[config.mk]
export PLATFORM = sky130hd
export DESIGN_NAME = mem_bus_arbiter
export DESIGN_NICKNAME = d
export VERILOG_FILES = /design/src/rtl/mem_bus_arbiter.sv
export SDC_FILE = /design/constraint.sdc
export NUM_CORES = 1
export LEC_CHECK = 0
export ABC_AREA = 1
export BUFFER_PORTS_ARGS = -buffer_cell sky130_fd_sc_hd__clkbuf_2
export CAP_MARGIN = 20
export CORE_AREA = 2 2 108 110
export CTS_CLUSTER_DIAMETER = 60
export DETAILED_ROUTE_END_ITERATION = 8
export DIE_AREA = 0 0 110 112
export GPL_TIMING_DRIVEN = 0
export PLACE_DENSITY = 0.78
export SKIP_CTS_REPAIR_TIMING = 1
export SLEW_MARGIN = 20
export SYNTH_ARGS = -nofsm -noshare
export SYNTH_HDL_FRONTEND = slang
export SYNTH_SLANG_ARGS = --single-unit
[constraint.sdc]
create_clock -name clk -period 1.6 [get_ports clk]
set_input_delay 0 -clock clk [delete_from_list [all_inputs] [get_ports clk]]
set_output_delay 0 -clock clk [all_outputs]
set_load 0.005 [all_outputs]
[src/rtl/mem_bus_arbiter.sv]
// Two-requester round-robin arbiter that sequences chip enables, wait states and read return.
// Define ADDR_ERR_EN to make address region 2'b11 unmapped (err pulse, no chip enable).
module mem_bus_arbiter #(
    parameter int unsigned AW          = 32,
    parameter int unsigned DW          = 32,
    parameter int unsigned WAIT_CYCLES = 2
) (
    input  logic          clk,
    input  logic          rst_n,
    input  logic          req0,
    input  logic          req1,
    input  logic [AW-1:0] addr0,
    input  logic [AW-1:0] addr1,
    input  logic          we0,
    input  logic          we1,
    input  logic [DW-1:0] wdata0,
    input  logic [DW-1:0] wdata1,
    output logic          gnt0,
    output logic          gnt1,
    output logic          done0,
    output logic          done1,
    output logic [DW-1:0] rdata,
    output logic [AW-1:0] bus_addr,
    output logic          bus_we,
    output logic [DW-1:0] bus_wdata,
    input  logic [DW-1:0] bus_rdata,
    output logic          memce0,
    output logic          memce1,
    output logic          cs,
    output logic          busy,
    output logic          err
);

`ifdef ADDR_ERR_EN
    localparam bit ErrEn = 1'b1;
`else
    localparam bit ErrEn = 1'b0;
`endif

    localparam int unsigned   CW      = (WAIT_CYCLES > 1) ? $clog2(WAIT_CYCLES) : 1;
    localparam logic [CW-1:0] CntLast = (WAIT_CYCLES > 0) ? CW'(WAIT_CYCLES - 1) : '0;

    typedef enum logic [1:0] {StIdle, StGrant, StAccess, StDone} state_e;

    state_e        state_q, state_d;
    logic [CW-1:0] cnt_q, cnt_d;
    logic          last_q, last_d;
    logic          win_q, win_d;
    logic [1:0]    gnt_q, gnt_d;
    logic [1:0]    done_q, done_d;
    logic [2:0]    ce_q, ce_d;  // {cs, memce1, memce0}
    logic          err_q, err_d;
    logic [DW-1:0] rdata_q, rdata_d;
    logic [AW-1:0] addr_q, addr_d;
    logic          we_q, we_d;
    logic [DW-1:0] wdata_q, wdata_d;

    logic          pick;
    logic [AW-1:0] pick_addr;
    logic          unmapped;
    logic          finish;

    function automatic logic [2:0] decode(input logic [1:0] region);
        case (region)
            2'b00:   decode = 3'b001;
            2'b01:   decode = 3'b010;
            2'b10:   decode = 3'b100;
            default: decode = ErrEn ? 3'b000 : 3'b100;
        endcase
    endfunction

    always_comb begin
        // On a tie the requester that did not win last time gets the bus.
        pick      = (req0 && req1) ? ~last_q : req1;
        pick_addr = pick ? addr1 : addr0;
        unmapped  = ErrEn && (addr_q[AW-1:AW-2] == 2'b11);
        finish    = 1'b0;

        state_d = state_q;
        cnt_d   = cnt_q;
        last_d  = last_q;
        win_d   = win_q;
        gnt_d   = 2'b00;
        done_d  = 2'b00;
        err_d   = 1'b0;
        ce_d    = ce_q;
        rdata_d = rdata_q;
        addr_d  = addr_q;
        we_d    = we_q;
        wdata_d = wdata_q;

        unique case (state_q)
            StIdle: begin
                if (req0 || req1) begin
                    state_d = StGrant;
                    win_d   = pick;
                    last_d  = pick;
                    addr_d  = pick_addr;
                    we_d    = pick ? we1 : we0;
                    wdata_d = pick ? wdata1 : wdata0;
                    gnt_d   = pick ? 2'b10 : 2'b01;
                    ce_d    = decode(pick_addr[AW-1:AW-2]);
                end
            end
            StGrant: begin
                cnt_d = '0;
                if (unmapped) begin
                    state_d = StDone;
                    done_d  = {win_q, ~win_q};
                    err_d   = 1'b1;
                end else if (WAIT_CYCLES == 0) begin
                    finish = 1'b1;
                end else begin
                    state_d = StAccess;
                end
            end
            StAccess: begin
                if (cnt_q == CntLast) begin
                    finish = 1'b1;
                end else begin
                    cnt_d = cnt_q + 1'b1;
                end
            end
            StDone: begin
                state_d = StIdle;
            end
            default: begin
                state_d = StIdle;
            end
        endcase

        // Last wait cycle: drop the chip enable and capture the target's read data.
        if (finish) begin
            state_d = StDone;
            ce_d    = 3'b000;
            done_d  = {win_q, ~win_q};
            if (!we_q) begin
                rdata_d = bus_rdata;
            end
        end
    end

    always_ff @(posedge clk or negedge rst_n) begin
        if (!rst_n) begin
            state_q <= StIdle;
            cnt_q   <= '0;
            last_q  <= 1'b1;
            win_q   <= 1'b0;
            gnt_q   <= 2'b00;
            done_q  <= 2'b00;
            ce_q    <= 3'b000;
            err_q   <= 1'b0;
            rdata_q <= '0;
            addr_q  <= '0;
            we_q    <= 1'b0;
            wdata_q <= '0;
        end else begin
            state_q <= state_d;
            cnt_q   <= cnt_d;
            last_q  <= last_d;
            win_q   <= win_d;
            gnt_q   <= gnt_d;
            done_q  <= done_d;
            ce_q    <= ce_d;
            err_q   <= err_d;
            rdata_q <= rdata_d;
            addr_q  <= addr_d;
            we_q    <= we_d;
            wdata_q <= wdata_d;
        end
    end

    assign gnt0      = gnt_q[0];
    assign gnt1      = gnt_q[1];
    assign done0     = done_q[0];
    assign done1     = done_q[1];
    assign memce0    = ce_q[0];
    assign memce1    = ce_q[1];
    assign cs        = ce_q[2];
    assign err       = err_q;
    assign rdata     = rdata_q;
    assign bus_addr  = addr_q;
    assign bus_we    = we_q;
    assign bus_wdata = wdata_q;
    assign busy      = (state_q != StIdle);

endmodule

==> results of run 1 <==
==> power breakdown <==
group | internal, W | switching, W
Sequential | 0.00412 | 0.000855
Combinational | 0.00244 | 0.00299
Clock | 0.00161 | 0.000967
Total | 0.00816 | 0.00481
==> cells in the final DEF, fill, tap and decap left out, types with 2 or more instances in the layout <==
| master | synthesis | layout |
|---|---|---|
| o21ai_0 | 32 | 11 |
| nand2_1 | 239 | 238 |
| nand2_4 | 0 | 2 |
| bufinv_16 | 0 | 3 |
| buf_4 | 4 | 19 |
| clkbuf_8 | 0 | 3 |
| buf_6 | 0 | 4 |
| dfrtp_1 | 108 | 108 |
| ha_1 | 4 | 2 |
| clkbuf_16 | 0 | 9 |
| o21ai_1 | 4 | 22 |
| nor2_1 | 14 | 13 |
| buf_2 | 20 | 4 |
| inv_1 | 64 | 63 |
| nand3_1 | 45 | 45 |
| clkbuf_2 | 1 | 272 |
| o211ai_1 | 24 | 24 |
| dlygate4sd3_1 | 0 | 135 |
| o21ai_2 | 0 | 3 |
==> state kept, by name, summed over array words and instances (netlist names) <==
signal     cells
last_q         1
rdata         32
done_q         2
bus_we         1
bus_wdata     32
cnt_q          1
bus_addr      32
gnt_q          2
win_q          1
ce_q           3
state_q        2
==> routing by layer <==
layer | global-route usage [%] | routed length [µm]
met2 | 37.8 | 9280
met4 | 8.69 | 678
met1 | 28.3 | 6840
met3 | 4.80 | 1620
met5 | 0 | 0
==> cell type report <==
cell class | count | area (µm²) | share of cell area [%]
sequential | 109 | 2730 | 33.4
tap | 143 | 179 | 2.19
clock buffer | 11 | 253 | 3.09
timing repair buffer | 406 | 2740 | 33.6
multi-input combinational | 369 | 1700 | 20.8
inverter | 65 | 246 | 3.02
buffer | 31 | 228 | 2.79
clock inverter | 4 | 95.1 | 1.16
==> through the flow <==
stage / utilization (%) / std cells / total power [W] / instance area, µm²
final: 73.1 / 1138 / 0.0130 / 8170
after global routing: 73.1 / 1138 / 0.0138 / 8170
after CTS: 59.8 / 1002 / 0.0122 / 6680
after detailed placement: 56.7 / 987 / 0.00964 / 6330
after global placement: 56.3 / 986 / 0.00946 / 6300
after floorplan: - / 574 / 0.00724 / 4770
==> worst paths after layout <==
kind | from | to | slack, ns | cells past startpoint
setup / recovery | state_q[1] | bus_addr[19] | 0.04 | 7
hold reg to reg | win_q | done_q[0] | 0.42 | 1
hold / removal | wdata0[1] | bus_wdata[1] | -0.01 | 5
max in group asynchronous | rst_n | last_q | 0.75 | 3
setup reg to reg | state_q[1] | bus_addr[19] | 0.04 | 7
min in group asynchronous | rst_n | rdata[2] | 0.18 | 2
==> critical path, stage by stage (launching register included) <==
cell	delay, ns
dfrtp_1	0.44
inv_1	0.10
ha_2	0.23
inv_1	0.10
nor2_4	0.19
buf_4	0.24
nand2_1	0.10
nand3_1	0.10
==> cells by family (layout without fill, tap and decap cells) <==
family	after synthesis	count (layout)
AO/OA/AOI/OAI	62	62
AND/OR/NAND/NOR	301	301
buffers and inverters	96	517
adder cells (fa/ha/maj)	4	4
multiplexers	1	1
other	1	1
flip-flops	109	109
==> impl_metrics.yaml, run 1 <==
placed_design:
  pre_cts_slack_ns: -0.216
  place_congestion: 0.874
  port_buffers: 269
  dpl.hpwl_mm: 10.6
synthesis:
  synthesis.area_um2: 4770
  avgSynthCellArea_um2: 8.31
  synth_adder_area_share_pct: 1.05
  yosys.area_share.simple_pct: 25.0
  yosys.area.top_type: "dfrtp_1"
  netlist_top_cells_count: "nand2_1 (239), dfrtp_1 (108), inv_1 (64)"
  synth_nets: 744
  yosysSeqAreaShare_pct: 57.2
  synth-edff-count: 0
  synthFlopType: "dfrtp_1"
  synth-seq-cells: 109
  muxShareOfSynthArea_pct: 0.236
  synth_top_family_by_area: "simple AND/OR/NAND/NOR gates"
  synth_top_area_share_pct: 56.6
  synth-xor-area-share_pct: 0
  ys_types: 21
  async_reset_ff_share_pct: 100
  yosysMostFrequentCell: "nand2_1"
  synthTopCellsByArea: "dfrtp_1 (57%), nand2_1 (19%), inv_1 (5.0%), nand3_1 (4.7%), o211ai_1 (3.8%)"
  synth_cells: 574
  yosysWarnings: 0
  synth_compound_area_share_pct: 8.00
critical_path:
  end_kind: "register"
  critPathKind: "register to register"
  critPathLaunchType: "register"
  cp.arrival_ns: 1.83
  crit_fanout: 10
  cp.required_ns: 1.87
floorplan:
  die_w_um: 110
  start_util_pct: 42.7
  core_area_um2: 11200
  rows: 39
  die_y_um: 112
  num_io_pins: 272
  dieArea_um2: 12300
routing:
  wire_per_inst_um: 16.2
  remaining_drc_errors: 0
  vias_per_cell: 4.94
  vias: 5619
  drt_iter0_markers: 379
  drt_pass1_iterations: 5
  wl_mm: 18.4
  ant_nets: 0
run_status:
  status: "complete, but fails checks"
  violations: "hold timing"
pwr:
  leakage_nw: 4.59
  vdd_ir_drop_max_mv: 0.951
  cellPowerDensity_nw_per_um2: 1590
sta:
  fmax_mhz: 640
  setup_viol: 0
  timing.setup.tns_ns: 0
  fin_skew_ns: 0.0122
  hold_violations: 7
  slew_violations: 0
  fin_ws_ns: 0.0372
  fin_crit_sh_pct: 97.7
  whs_ns: -0.0114
  fin_crit_ns: 1.56
  rsz0062_at_grt: "true"
job:
  drv_cap: 0
global_routing:
  antenna_found_initial: 0
  grt_pass1_wl_mm: 21.4
  grt_max_degree: 58
  grt_use_total_pct: 22.6
  grt_overflow: 0
  grt_pass1_vias: 4492
worst_hold_path:
  holdCritPathClass: "input port to register"
final_layout:
  fin_nets: 1161
  n_antenna_cell: 0
  syn2layout_area_growth_pct: 71.2
  fill_cells: 742
  drive_above_1_share_pct: 33.4
clocking:
  numClockSinks: 109
  cts_tree: "built"
  worstSkewPairLatency_ns: 0.34
  htreeDepth: 3
  cts_buffer_depth: 2
  clkTransAtPathRegs_ns: 0.07
  cts-root-buf: "clkbuf_16"
  cts_buffers: 9
Power figures use the tool's default switching activity.
==> inputs of run 2 (changes only) <==
- MAX_ROUTING_LAYER: not set -> met4
==> run 2 against run 1 <==
Compared with the run above: the flow still finishes with violations (hold timing); critical endpoint is now bus_addr[4]; core utilization stayed put; largest power group unchanged; highest routed layer unchanged; register-to-register slack hardly changed; clock skew is 0.0020 ns lower; sequential power hardly changed.
==> impl_metrics.yaml, run 2 (synthesis results as in run 1) <==
critical_path:
  crit_fanout: 10
  reg2reg_from: "state_q[1]"
  startpoint: "state_q[1]"
  cp.required_ns: 1.88
  reg2reg_depth: 7
  cp.arrival_ns: 1.84
  critPathKind: "register to register"
  path_cells: "inv_1, ha_2, o21ai_4, a21oi_4, buf_4, nand2_1, nand3_1"
  r2r_end: "bus_addr[4]"
  crit_path_end: "bus_addr[4]"
  end_kind: "register"
  critPathLaunchType: "register"
  cpPeakStageDelay_ns: 0.44
  r2r_slack_ns: 0.04
  crit_slowest_cell: "dfrtp_1"
routing:
  vias: 5656
  wire_per_inst_um: 16.2
  ant_nets: 0
  drt_pass1_iterations: 7
  drt_iter0_markers: 397
  wl_mm: 18.4
  vias_per_cell: 4.97
  remaining_drc_errors: 0
sta:
  fin_skew_ns: 0.0103
  setup_viol: 0
  fin_crit_ns: 1.56
  fmax_mhz: 639
  timing.setup.tns_ns: 0
  whs_ns: -0.0175
  slew_violations: 0
  rsz0062_at_grt: "true"
  hold_violations: 11
  fin_crit_sh_pct: 97.8
run_status:
  status: "complete, but fails checks"
  violations: "hold timing"
global_routing:
  grtUsageMet1_pct: 28.9
  grt_pass1_vias: 4494
  grt_max_degree: 58
  grt_pass1_wl_mm: 21.4
  grtUsageMet3_pct: 3.92
  gr-usage-met2_pct: 37.8
  busiest_layer: "met2"
  antenna_found_initial: 0
  grt_overflow: 0
  grt_use_total_pct: 23.3
worst_hold_path:
  min_from: "wdata0[1]"
  min_path_cells: 5
  holdCritPathClass: "input port to register"
final_layout:
  drive_above_1_share_pct: 33.4
  fin_nets: 1161
  layout_common_cells: "clkbuf_2 (272), nand2_1 (238), dlygate4sd3_1 (135), dfrtp_1 (108), inv_1 (63)"
  finalInstanceArea_um2: 8170
  n_antenna_cell: 0
  final_common_cell: "clkbuf_2"
  fill_cells: 742
  syn2layout_area_growth_pct: 71.2
floorplan:
  rows: 39
  start_util_pct: 42.7
  die_w_um: 110
  dieArea_um2: 12300
  core_area_um2: 11200
  num_io_pins: 272
  die_y_um: 112
clocking:
  htreeDepth: 3
  cts_tree: "built"
  cts_buffer_depth: 2
  cts-root-buf: "clkbuf_16"
  clkTransAtPathRegs_ns: 0.07
  worstSkewPairLatency_ns: 0.35
  cts_buffers: 9
  numClockSinks: 109
pwr:
  p_int_w: 0.00816
  vdd_ir_drop_max_mv: 0.952
  leakage_nw: 4.59
  cellPowerDensity_nw_per_um2: 1590
  netSwitchingFraction_pct: 37.1
  combPwrFrac_pct: 41.7
  seqPwrFrac_pct: 38.3
  p_total_w: 0.0130
  clkPwrFrac_pct: 19.9
  netSwitchingPower_w: 0.00481
placed_design:
  placed_cell_area_um2: 6330
  place_congestion: 0.888
  dpl.hpwl_mm: 10.6
  port_buffers: 269
job:
  drv_cap: 0
[run 2: cell counts in the layout (fill, tap and decap cells not counted)]
Identical to the previous run, type by type.
[run 2: metal layers]
metal | routed length (µm) | part of all wire, %
met3 | 1540 | 8.3
met1 | 6890 | 37
met4 | 737 | 4.0
met5 | 0 | 0
met2 | 9240 | 50
[run 2: power by group through the flow]
stage	registers, W	clock network (W)	logic [W]
after floorplan	0.00494	0	0.00230
after global placement	0.00487	0	0.00459
after detailed placement	0.00490	0	0.00474
after CTS	0.00489	0.00260	0.00473
after global routing	0.00510	0.00271	0.00604
final	0.00497	0.00259	0.00541
[run 2: worst min path at each step]
stage / slack, ns / endpoint
2_1_floorplan: -0.30 / bus_addr[0]
3_3_place_gp: 0.21 / bus_wdata[26]
3_5_place_dp: -0.01 / rdata[2]
4_1_cts: -0.38 / rdata[19]
5_1_grt: 0.01 / bus_wdata[11]
6_report: -0.02 / bus_wdata[1]
[run 2: final cells by class]
type	count	area (µm²)	area share, %
buffer	31	228	2.79
clock buffer	11	253	3.09
clock inverter	4	95.1	1.16
inverter	65	246	3.02
multi-input combinational	369	1700	20.8
sequential	109	2730	33.4
tap	143	179	2.19
timing repair buffer	406	2740	33.6
[run 2: worst max-delay path: cells and delay by family (launching register included)]
| kind | cells | cell delay, ns |
|---|---|---|
| adders and majority gates | 1 | 0.23 |
| DFF | 1 | 0.44 |
| and+or+nand+nor | 2 | 0.19 |
| buffers and inverters | 2 | 0.32 |
| AOI/OAI and AO/OA | 2 | 0.32 |
[run 2: stage by stage]
stage / utilization, % / setup slack [ns] / cells
4_1_cts: 59.8 / -0.239 / 1002
3_3_place_gp: 56.3 / -0.948 / 986
6_report: 73.1 / 0.0357 / 1138
3_5_place_dp: 56.7 / -0.216 / 987
2_1_floorplan: - / 0.129 / 574
5_1_grt: 73.1 / -0.0979 / 1138
==> inputs of run 3 (changes only) <==
- REMOVE_ABC_BUFFERS: not set -> 1
==> run 3 against run 2 <==
Compared with the run above: the flow finishes with violations (hold timing, setup timing); register-to-register slack lost 0.10 ns; sequential cell count is the same; highest routed layer unchanged; via count grew 0.92%; clock-buffer cell count shrank 2; critical path depth shrank 1; wire length grew 0.89%; combinational power grew 9.2%; cell area grew 2.2%; clock power shrank 17%; hold slack lost 0.00060 ns; setup slack lost 0.10 ns.
==> impl_metrics.yaml, run 3 (synthesis results as in run 1) <==
global_routing:
  antenna_found_initial: 0
  grt_use_total_pct: 21.5
  grt_overflow: 0
  grt_pass1_wl_mm: 20.2
  grt_pass1_vias: 4199
  grt_max_degree: 59
floorplan:
  start_util_pct: 42.7
  core_area_um2: 11200
  dieArea_um2: 12300
  rows: 39
  num_io_pins: 272
  die_y_um: 112
  die_w_um: 110
run_status:
  violations: "hold timing, setup timing"
  status: "complete, but fails checks"
clocking:
  worstSkewPairLatency_ns: 0.35
  htreeDepth: 3
  cts-root-buf: "clkbuf_16"
  cts_buffer_depth: 2
  cts_buffers: 9
  clkTransAtPathRegs_ns: 0.08
  numClockSinks: 109
  cts_tree: "built"
critical_path:
  critPathKind: "register to register"
  crit_fanout: 26
  cp.required_ns: 1.84
  cp.arrival_ns: 1.90
  critPathLaunchType: "register"
  end_kind: "register"
pwr:
  p_total_w: 0.0130
  cellPowerDensity_nw_per_um2: 1560
  vdd_ir_drop_max_mv: 0.887
  leakage_nw: 4.67
final_layout:
  n_antenna_cell: 0
  finalInstanceArea_um2: 8350
  syn2layout_area_growth_pct: 75.0
  drive_above_1_share_pct: 34.6
  final_cells: 1137
  layout_common_cells: "clkbuf_2 (269), nand2_1 (230), dlygate4sd3_1 (137), dfrtp_1 (108), inv_1 (62)"
  final_common_cell: "clkbuf_2"
  fin_nets: 1159
  final_util_pct: 74.7
sta:
  hold_violations: 9
  fmax_mhz: 599
  setup_viol: 4
  rsz0062_at_grt: "true"
  fin_crit_sh_pct: 104
  whs_ns: -0.0181
  fin_skew_ns: 0.00962
  slew_violations: 0
  fin_crit_ns: 1.67
  fin_ws_ns: -0.0690
routing:
  ant_nets: 0
  drt_iter0_markers: 380
  wire_per_inst_um: 16.3
  drt_pass1_iterations: 5
  vias_per_cell: 5.02
  remaining_drc_errors: 0
  wl_mm: 18.6
  vias: 5708
placed_design:
  pre_cts_slack_ns: -0.597
  place_congestion: 0.825
  dpl.hpwl_mm: 9.47
  port_buffers: 270
  placed_cell_area_um2: 6330
  dp.cells: 962
worst_hold_path:
  holdCritPathClass: "input port to register"
job:
  drv_cap: 0
## run 3: report_power, final
part / total (W) / switching [W] / internal (W)
Clock: 0.00216 / 0.00108 / 0.00108
Combinational: 0.00591 / 0.00313 / 0.00278
Sequential: 0.00494 / 0.000826 / 0.00412
Total: 0.0130 / 0.00504 / 0.00797
## run 3: final timing paths
path	endpoint	cells after the start	from	slack [ns]
hold / removal	bus_wdata[18]	5	wdata0[18]	-0.02
hold reg to reg	done_q[0]	1	win_q	0.44
setup reg to reg	rdata[3]	6	state_q[0]	-0.07
max in group asynchronous	bus_addr[23]	3	rst_n	0.80
min in group asynchronous	rdata[4]	2	rst_n	0.17
setup / recovery	rdata[3]	6	state_q[0]	-0.07
## run 3: per-layer routing
metal | up-vias | wire length [µm] | track usage [%] | share of wire [%]
met5 | - | 0 | - | 0
met4 | 0 | 638 | 5.82 | 3.4
met3 | 56 | 1570 | 5.04 | 8.4
met2 | 347 | 9550 | 34.8 | 51
met1 | 2695 | 6820 | 26.8 | 37
li1 | 2610 | - | - | -
## run 3: critical path, cell delays in order, from the launching register on
cell	delay, ns
dfrtp_1	0.41
inv_2	0.10
ha_2	0.21
nand2_4	0.08
or2_4	0.30
clkbuf_16	0.20
o21ai_0	0.27
## run 3: stage by stage
stage | hold slack, ns | TNS (ns)
3_5_place_dp | -0.0151 | -32.91
3_3_place_gp | 0.203 | -282.68
5_1_grt | -0.000527 | -2.25
4_1_cts | -0.387 | -34.89
2_1_floorplan | -0.296 | -71.16
6_report | -0.0181 | -0.130
## run 3: final cells by class
class,instances,area [µm²]
Clock buffer,9,225
Clock inverter,7,58.8
Fill cell,701,2820
Inverter,65,251
Multi-Input combinational cell,371,1790
Sequential cell,109,2730
Tap cell,143,179
Timing Repair Buffer,433,3120
